==> src/rtl/sync_fifo.sv <==
// sync_fifo: single-clock FIFO with registered read data.
//
// The producer and consumer share one clock. Up to DEPTH words of WIDTH bits
// are buffered. A read that is accepted on an edge presents its word on
// data_o after that edge, so the word is visible one clock after the read.
//
// Ports
//   clk          rising-edge clock
//   srst         asynchronous active-high reset (pointers, count, data_o)
//   write_enable write request; accepted only when not full
//   read_enable  read request; accepted only when not empty
//   data_i       write data, captured on an accepted write
//   data_o       registered read data; holds when no read is accepted
//   full         DEPTH words stored
//   empty        no words stored
//   count        number of stored words, 0..DEPTH
module sync_fifo #(
  parameter int WIDTH = 6,
  parameter int DEPTH = 8,
  localparam int AW = $clog2(DEPTH)
) (
  input  logic             clk,
  input  logic             srst,
  input  logic             write_enable,
  input  logic             read_enable,
  input  logic [WIDTH-1:0] data_i,
  output logic [WIDTH-1:0] data_o,
  output logic             full,
  output logic             empty,
  output logic [AW:0]      count
);

  localparam logic [AW:0] PTR_ONE = {{AW{1'b0}}, 1'b1};

  // Storage is deliberately left out of the reset: stale words are never
  // observable because the pointers define what is valid.
  logic [WIDTH-1:0] mem [DEPTH];

  // Pointers carry one extra MSB that toggles on each pass through the
  // address range; it distinguishes full from empty when addresses match.
  logic [AW:0] wr_ptr;
  logic [AW:0] rd_ptr;

  logic [AW-1:0] wr_addr;
  logic [AW-1:0] rd_addr;
  logic          wr_ok;
  logic          rd_ok;

  assign wr_addr = wr_ptr[AW-1:0];
  assign rd_addr = rd_ptr[AW-1:0];

  // Flags come straight from the registered pointers, so they reflect the
  // state left by the most recent edge.
  assign empty = (wr_ptr == rd_ptr);
  assign full  = (wr_addr == rd_addr) && (wr_ptr[AW] != rd_ptr[AW]);
  assign count = wr_ptr - rd_ptr;

  // Acceptance uses the pre-edge flags: a read on an empty FIFO is refused
  // even when a write arrives in the same cycle (no fall-through), and a
  // write on a full FIFO is refused even when a read frees a slot.
  assign wr_ok = write_enable && !full;
  assign rd_ok = read_enable && !empty;

  // ---- write stage: storage array ----
  always_ff @(posedge clk) begin
    if (wr_ok) begin
      mem[wr_addr] <= data_i;
    end
  end

  // ---- pointer / read-data stage ----
  always_ff @(posedge clk or posedge srst) begin
    if (srst) begin
      wr_ptr <= '0;
      rd_ptr <= '0;
      data_o <= '0;
    end else begin
      if (wr_ok) begin
        wr_ptr <= wr_ptr + PTR_ONE;
      end
      if (rd_ok) begin
        rd_ptr <= rd_ptr + PTR_ONE;
        data_o <= mem[rd_addr];
      end
    end
  end

endmodule

==> config.mk <==
export PLATFORM = sky130hd
export DESIGN_NAME = sync_fifo
export DESIGN_NICKNAME = d
export VERILOG_FILES = /design/src/rtl/sync_fifo.sv
export SDC_FILE = /design/constraint.sdc
export NUM_CORES = 1
export LEC_CHECK = 0
export CORE_UTILIZATION = 39
export CTS_CLUSTER_SIZE = 16
export DETAILED_ROUTE_END_ITERATION = 16
export MAX_ROUTING_LAYER = met4
export PLACE_DENSITY = 0.57
export SYNTH_ARGS = -nofsm -noshare
export SYNTH_HDL_FRONTEND = slang
export SYNTH_SLANG_ARGS = --single-unit
==> constraint.sdc <==
create_clock -name clk -period 4.6 [get_ports clk]
set_input_delay 0.69 -clock clk [delete_from_list [all_inputs] [get_ports clk]]
set_output_delay 0.69 -clock clk [all_outputs]
set_load 0.1 [all_outputs]
==> parameters.txt <==
Parameter                              Value

Synth
  Largest cells by area after synthesis    sky130_fd_sc_hd__edfxtp_1 54%, sky130_fd_sc_hd__dfrtp_1 13%, sky130_fd_sc_hd__mux2_2 5.5%
  EDFF count, synth    48
  Leading area contributor after synthesis    sky130_fd_sc_hd__edfxtp_1
  Number of synthesis warnings    0
  Seq cells post-synth    62
  Number of nets in the synthesized netlist    188
  Number of different library cells in the post-synthesis netlist    31
  Share of synthesized registers carrying an async set or reset    22.58%
  Most used DFF post-synth    sky130_fd_sc_hd__edfxtp_1
  Area share of the largest cell type after synthesis    54.11%
  Cell area after synthesis    2664 µm²
  Avg Cell Area, Syn    15.49 µm²
  Synth Instances    ~170
  Sequential-to-total area share from yosys stat    67.26%

Floorplanning
  Starting density of the core    41.24%
  Std-Cell Core Area    6459 µm²
  Num ports    22
  Die extent in y    between 80 and 90 µm
  Std cell rows    29
  Die outline width    84.65 µm
  Area of the die    7165 µm²

Route
  Total wirelength of the detailed-routed design    4.620 mm
  Number of iterations in the first detailed-routing pass    12
  DR iter-0 viols    92
  Routed via count divided by cell count    5.067
  Post-DRT Antenna Nets    0
  Routed wire length per instance    ~16 µm
  Via count    1429
  DRC violation count after routing    0

Timing
  Final critical path time including I/O delays and setup    roughly 2900 ps
  Maximum frequency from static timing analysis    approximately 0.34 GHz
  Slew Viols, Final    0
  Number of hold violations in the final report    0
  Hold slack    477.9 ps
  Slew margin rel.    26.07%
  Setup violation total in the final timing report    0
  Largest clock skew in the final design    7.066 ps
  RSZ-0062 raised after global routing    false
  Crit share post-route    approximately 63%
  Setup tns final    0 ps
  Worst Tran Pin Value    1099 ps

Final layout
  Synthesis-to-layout area growth    16.63%
  Proportion of layout cells with a drive suffix above 1    ~20%
  Antenna diode count    0
  Final-stage net count    216

Place
  Routability congestion estimate from global placement    0.7754
  Port Buf Inserts    21
  HPWL after DPL    3.280 mm

Clock tree
  Worst-skew pair later-pin latency    340 ps
  Root buffer selected by CTS    sky130_fd_sc_hd__clkbuf_8
  Count of cells resized by post-cts repair    0
  Total clock buffers created by CTS    9
  Quantity of hold-fixing buffers added after cts    0
  Clock transition at the register clock pins on the worst setup and hold paths after CTS    60 ps
  TritonCTS clock tree    done
  Clock Sinks    62
  Number of setup buffers added after CTS    0
  Buffer levels on the longest clock path    2
  Count of H-tree levels built during CTS    3

Global routing
  Maximum number of pins on one net before global-route repair    29
  Initial antenna violation count    0
  Global route total overflow    0
  Vias in the first global route    1452
  Overall routing resource usage    15.17%
  Wire length of the first global-routing pass    7.596 mm

Job
  Max_cap viols    0

Critical path
  Crit-path max FO    28
  Setup crit end kind    flop
  Slack of the worst reg-to-reg path    1690 ps
  Data arrival time of the worst path    2860 ps
  Worst Path Required    4550 ps
  Setup CP Type    reg2reg
  Nature of the critical path startpoint    flop

Worst hold path
  Path class of the lowest-slack min-delay path    reg2reg

Run status
  Run status    complete, no violations
-- path summary, 6_finish.rpt --
| check | end | startpoint | depth (start not counted) |
|---|---|---|---|
| setup / recovery | mem[0][2] | rd_ptr[0] | 6 |
| hold reg to reg | data_o[1] | data_o[1] | 2 |
| max in group asynchronous | wr_ptr[0] | srst | 2 |
| min in group asynchronous | data_o[2] | srst | 2 |
| hold / removal | data_o[1] | data_o[1] | 2 |
| setup reg to reg | mem[0][2] | rd_ptr[0] | 6 |
-- per-stage QoR --
stage	util [%]	area [µm²]	instances	setup slack, ps
2_1_floorplan	-	2664	172	1219
3_5_place_dp	45.14	2915	266	1701
3_3_place_gp	45.14	2915	266	1774
4_1_cts	48.10	3107	282	1689
6_report	48.10	3107	282	1685
5_1_grt	48.10	3107	282	1466
-- cell families (layout without fill, tap and decap cells) --
logic type	after synthesis	in the layout	share of synthesized area (%)
buf+inv	16	49	3.335
fa+ha+maj	6	6	3.100
xor+xnor	9	9	3.523
simple gates	31	31	5.543
compound gates	23	23	7.233
mux	25	25	10.00
flops	62	62	67.26
-- Yosys cell counts (2+ instances only) --
library cell / number
sky130_fd_sc_hd__nor3_1: 4
sky130_fd_sc_hd__nand2b_1: 2
sky130_fd_sc_hd__o21ai_2: 4
sky130_fd_sc_hd__buf_6: 2
sky130_fd_sc_hd__nand3_1: 2
sky130_fd_sc_hd__nand2_1: 13
sky130_fd_sc_hd__xnor2_1: 5
sky130_fd_sc_hd__o21ai_0: 4
sky130_fd_sc_hd__a22oi_1: 6
sky130_fd_sc_hd__dfrtp_1: 14
sky130_fd_sc_hd__inv_1: 11
sky130_fd_sc_hd__mux2i_1: 12
sky130_fd_sc_hd__nor2_1: 6
sky130_fd_sc_hd__edfxtp_1: 48
sky130_fd_sc_hd__ha_1: 5
sky130_fd_sc_hd__o221ai_1: 6
sky130_fd_sc_hd__xor2_1: 2
sky130_fd_sc_hd__mux2_2: 13
-- worst max-delay path: stages (launching register included) --
cell and delay, ps:
sky130_fd_sc_hd__dfrtp_1 320, sky130_fd_sc_hd__buf_4 360, sky130_fd_sc_hd__ha_1 360, sky130_fd_sc_hd__nand3_1 180
sky130_fd_sc_hd__and2b_2 240, sky130_fd_sc_hd__nand2b_1 190, sky130_fd_sc_hd__nor4_1 850
-- sequential cells by signal, indices dropped and copies added (netlist names) --
signal  count
data_o      6
mem        48
rd_ptr      4
wr_ptr      4
-- placed cells by master (no fill, tap or decap), types with 6 or more instances in the layout --
master                             n
sky130_fd_sc_hd__edfxtp_1         48
sky130_fd_sc_hd__a22oi_1           6
sky130_fd_sc_hd__inv_1            11
sky130_fd_sc_hd__o221ai_1          6
sky130_fd_sc_hd__mux2_2           13
sky130_fd_sc_hd__clkdlybuf4s50_1  15
sky130_fd_sc_hd__nor2_1            6
sky130_fd_sc_hd__nand2_1          13
sky130_fd_sc_hd__mux2i_1          12
sky130_fd_sc_hd__dfrtp_1          14
sky130_fd_sc_hd__clkbuf_8         10
sky130_fd_sc_hd__buf_4             7
-- routing by layer --
| layer | share of wire [%] | track usage [%] | wire (µm) |
|---|---|---|---|
| met5 | 0 | - | 0 |
| met4 | 1.4 | 6.471 | 65 |
| met3 | 5.2 | 5.605 | 239 |
| met2 | 47 | 22.47 | 2188 |
| met1 | 46 | 18.74 | 2127 |
-- layout make-up --
type | count | area [µm²]
tap | 77 | 96.34
sequential | 62 | 1792
clock buffer | 12 | 145.1
fill | 557 | 3352
inverter | 11 | 41.29
timing repair buffer | 22 | 202.7
clock inverter | 4 | 46.29
multi-input combinational | 94 | 783.3
Power is not shown: default switching activity piles up to over one toggle a cycle in this logic, so the estimate is an artifact.
